$ cat src/rtl/sya_skew_feeder.sv
// Input-skew stage of the systolic array: turns one NUM-lane vector per accept into a
// diagonal wavefront (lane i delayed i advances), then drains and pulses Done at end of tile.
// Build option: SYA_SKEW_DRAIN_ZERO_EN zeroes lane data whenever a bubble/drain slot enters.
module sya_skew_feeder #(
    parameter int DW  = 8,
    parameter int NUM = 4
) (
    input  logic              Clk,
    input  logic              Rst,
    input  logic              InValid,
    output logic              InReady,
    input  logic              InLast,
    input  logic [NUM*DW-1:0] InData,
    input  logic              OutReady,
    output logic [NUM*DW-1:0] OutData,
    output logic [NUM-1:0]    OutEnable,
    output logic              Busy,
    output logic              Done
);

    localparam int CW = $clog2(NUM) + 1;

    localparam logic [1:0] IDLE  = 2'd0;
    localparam logic [1:0] FEED  = 2'd1;
    localparam logic [1:0] DRAIN = 2'd2;

    logic [1:0]    state_q;
    logic [CW-1:0] cnt_q;
    logic          done_q;
    logic [NUM-1:0] vld_q;
    logic          accept;

    // Handshake: a vector transfers on a rising edge where InValid && InReady. OutReady is the
    // array's advance permission; while it is low nothing moves and no enables leave the stage.
    assign InReady   = OutReady && (state_q != DRAIN);
    assign accept    = InValid && InReady;
    assign OutEnable = vld_q & {NUM{OutReady}};
    assign Busy      = (state_q != IDLE);
    assign Done      = done_q;

    always_ff @(posedge Clk) begin
        if (Rst) begin
            state_q <= IDLE;
            cnt_q   <= '0;
            done_q  <= 1'b0;
        end else begin
            // Done is a single-cycle pulse even if the array stalls right after the drain.
            done_q <= 1'b0;
            if (OutReady) begin
                case (state_q)
                    IDLE, FEED: begin
                        if (accept) begin
                            if (InLast) begin
                                state_q <= DRAIN;
                                cnt_q   <= CW'(NUM - 1);
                            end else begin
                                state_q <= FEED;
                            end
                        end
                    end
                    DRAIN: begin
                        if (cnt_q != '0) begin
                            cnt_q <= cnt_q - CW'(1);
                        end else begin
                            state_q <= IDLE;
                            done_q  <= 1'b1;
                        end
                    end
                    default: state_q <= IDLE;
                endcase
            end
        end
    end

    for (genvar i = 0; i < NUM; i++) begin : g_lane
        logic [DW-1:0] d_sr [0:i];
        logic          v_sr [0:i];

        always_ff @(posedge Clk) begin
            if (Rst) begin
                for (int s = 0; s <= i; s++) begin
                    d_sr[s] <= '0;
                    v_sr[s] <= 1'b0;
                end
            end else if (OutReady) begin
                v_sr[0] <= accept;
                for (int s = 1; s <= i; s++) begin
                    v_sr[s] <= v_sr[s-1];
                end
`ifdef SYA_SKEW_DRAIN_ZERO_EN
                d_sr[0] <= accept ? InData[i*DW +: DW] : '0;
                for (int s = 1; s <= i; s++) begin
                    d_sr[s] <= d_sr[s-1];
                end
`else
                // Data only moves with a valid token; empty slots leave the registers untouched.
                if (accept) begin
                    d_sr[0] <= InData[i*DW +: DW];
                end
                for (int s = 1; s <= i; s++) begin
                    if (v_sr[s-1]) begin
                        d_sr[s] <= d_sr[s-1];
                    end
                end
`endif
            end
        end

        assign OutData[i*DW +: DW] = d_sr[i];
        assign vld_q[i]            = v_sr[i];
    end

endmodule

$ cat config.mk
export PLATFORM = sky130hd
export DESIGN_NAME = sya_skew_feeder
export DESIGN_NICKNAME = d
export VERILOG_FILES = /design/src/rtl/sya_skew_feeder.sv
export SDC_FILE = /design/constraint.sdc
export NUM_CORES = 1
export LEC_CHECK = 0
export ABC_AREA = 1
export CELL_PAD_IN_SITES_DETAIL_PLACEMENT = 1
export CELL_PAD_IN_SITES_GLOBAL_PLACEMENT = 2
export CORE_MARGIN = 4
export CORE_UTILIZATION = 33
export CTS_CLUSTER_SIZE = 20
export DETAILED_ROUTE_END_ITERATION = 10
export PLACE_DENSITY = 0.89
export SETUP_SLACK_MARGIN = 0.5
export SYNTH_ARGS = -nofsm -noshare
export SYNTH_HDL_FRONTEND = slang
export SYNTH_SLANG_ARGS = --single-unit
$ cat constraint.sdc
create_clock -name Clk -period 2.2 [get_ports Clk]
set_input_delay 0.44 -clock Clk [delete_from_list [all_inputs] [get_ports Clk]]
set_output_delay 0.44 -clock Clk [all_outputs]
set_load 0.005 [all_outputs]
==> metrics.cfg <==
[run_status]
status = finished, final reports clean

[logic_synthesis]
ys_ff_latch = 91
yosysWarnings = 0
post-synth-top-area-fraction_pct = 66.67
ys_top_cells_by_area = edfxtp_1 67%, inv_1 8.6%, nor2_1 6.0%
synth_xor_area_share_pct = 0.2288
synth_top_area_cell = edfxtp_1
synth-adder-area-share_pct = 0.6536
yosysSeqAreaShare_pct = 69.80
synth_compound_area_share_pct = 1.046
syn_avg_cell_area_um2 = 11.03
netlist_area_um2 = 3829
synth_top_family_by_area = buffers and inverters
synth-main-ff-cell = edfxtp_1
synth_fp_nets = 386
syn_inst = 347
synth-edff-count = 85
synth-simple-area-share_pct = 14.05
muxShareOfSynthArea_pct = 0
synth_cell_types = 24
async_flop_share_pct = 0

[sta]
tightestPinTransition_ps = 329.0
finalCritPeriodShare_pct = 75.04
setup_viol = 0
finClkSkew_ps = 4.422
rsz0062_at_grt = yes
maxSlewHeadroom_pct = 78.01
fmax_mhz = 605.7
worst_slack_ps = 549.1
period_needed_ps = 1651
slew_viol_final = 0
hold_viol_final = 0
fin_setup_tns_ps = 0

[global_routing]
grt_usage_pct = 11.52
grt_pass1_wl_mm = 11.73
grt_max_degree = 33
overflow = 0
antenna_found_initial = 0
grt_pass1_vias = 2502

[setup_path]
startpoint_type = input port
slowest_delay_ps = 240
crit_fanout = 8
crit_buf_inv = 6
cp_data_arrival_time_ps = 1660
end_kind = flip-flop
ff2ff_setup_slack_ps = 670
crit_required_ps = 2210
worstPathCellList = dlygate4sd2_1 -> buf_6 -> buf_6 -> inv_2 -> buf_4 -> nor2_1 -> nand2_2 -> buf_4 -> nand2_1
setup.worst_path.class = input port to flip-flop
cpMaxStageDelayCell = nand2_1
crit_family = buffers and inverters

[power]
p_leak_nw = 2.314
irDropWorstVdd_v = 0.0003983
powerDensity_nw_per_um2 = 766.3

[clock_tree]
holdBufCountCts = 0
root_buffer = clkbuf_16
clockBufferDepth = 2
clock_sinks = 91
cts_tree = done
cts_buffers = 9
cts.htree.levels = 3
path_clk_slew_ps = 60
clkLatencyLatePin_ps = 330

[detailed_routing]
avgRoutedWirePerCell_um = 12.08
drt_first_pass_iters = 4
drtIter0Drc = 70
drc = 0
viasPerCell = 4.043
routed_wl_mm = 6.982
vias = 2337
ant_nets = 0

[cells_and_area]
layout_commonest_cell = inv_1
final_nets = 470
area_delta_synth_final_pct = 33.10
nFillCells = 1246
stdcell_area_um2 = 5096
drive_gt1_share_pct = 15.63
fin_cells = 578
fin_util_pct = 44.82
insertedDiodeCount = 0
final_cell_mix = 87 x inv_1, 85 x edfxtp_1, 68 x clkdlybuf4s50_1, 61 x nor2_1, 35 x nand2_1

[place]
hpwl_mm = 5.149
dp_slack_ps = 24.34
placed_area_um2 = 4741
place_congestion = 0.6934
port_buffers = 75
placedCellCount = 557

[flow_run]
cap_violations = 0

[hold_path]
min_path_type = flip-flop to flip-flop

[floorplan]
start_util_pct = 33.67
core-area_um2 = 11370
die_area_um2 = 13390
rows = 39
die_h_um = 115.7
ios = 76
die_w_um = 115.7

kinds of logic (layout without fill, tap and decap cells):
group / count (synthesis) / count (layout)
AOI/OAI and AO/OA: 8 / 8
xor gates and xnor gates: 1 / 1
adders and majority gates: 2 / 2
buffers and inverters: 123 / 210
DFF: 91 / 91
and+or+nand+nor: 122 / 123
worst paths after layout:
check	cells past startpoint	end	start
worst min-delay path	2	cnt_q[1]	cnt_q[1]
worst max register to register	11	g_lane[2].d_sr[0][6]	state_q[1]
worst min register to register	2	cnt_q[1]	cnt_q[1]
worst max-delay path	9	g_lane[3].d_sr[1][0]	OutReady
per-stage QoR:
| step | hold slack [ps] | power (mW) |
|---|---|---|
| 3_3_place_gp | 452.0 | 2.444 |
| 2_1_floorplan | 434.9 | 2.258 |
| 4_1_cts | 466.2 | 3.952 |
| 6_report | 464.2 | 3.905 |
| 3_5_place_dp | 456.3 | 2.463 |
| 5_1_grt | 505.5 | 4.096 |
registers in the layout (all words and copies together), names as in the netlist:
register / count
state_q: 2
Done: 1
cnt_q: 3
g_lane.v_sr: 5
g_lane.d_sr: 80
synthesized netlist by cell type (2+ instances only):
| library cell | n |
|---|---|
| inv_2 | 12 |
| edfxtp_1 | 85 |
| nand3_1 | 5 |
| nor2_1 | 61 |
| a21oi_1 | 6 |
| ha_1 | 2 |
| inv_1 | 88 |
| nand2_2 | 12 |
| buf_4 | 16 |
| nand2_1 | 39 |
| dfxtp_1 | 6 |
| clkbuf_1 | 2 |
| o21ai_0 | 2 |
power breakdown:
| group | switching [mW] | internal (mW) |
|---|---|---|
| Sequential | 0.0326 | 2.01 |
| Combinational | 0.185 | 0.198 |
| Clock | 0.600 | 0.876 |
worst register-to-register path: cells and delay by family, from the launching register on:
kind | cells | cell delay, ps
buffers and inverters | 5 | 510
and+or+nand+nor | 6 | 460
DFF | 1 | 330
layer usage:
metal | part of all wire [%] | vias to the layer above | global-route usage, % | routed length, um
li1 | - | 1205 | - | -
met1 | 40 | 1062 | 12.50 | 2758
met2 | 51 | 57 | 19.83 | 3568
met3 | 7.1 | 13 | 4.334 | 494
met4 | 2.3 | 0 | 5.646 | 159
met5 | 0 | - | 0 | 0
repair_timing:
action	CTS	global route
cloned	0	1
pin swaps	0	1
resized for setup	18	4
setup endpoints to repair	70	26
setup buffers	3	2
area by class of cell:
cell class,instances,area [um2],share of cell area [%]
Clock buffer,11,232.7,4.567
Clock inverter,4,51.30,1.007
Inverter,101,384.1,7.537
Multi-Input combinational cell,134,646.9,12.69
Sequential cell,91,2674,52.47
Tap cell,143,178.9,3.511
Timing Repair Buffer,94,928.4,18.22
(Power assumes the default switching activity.)
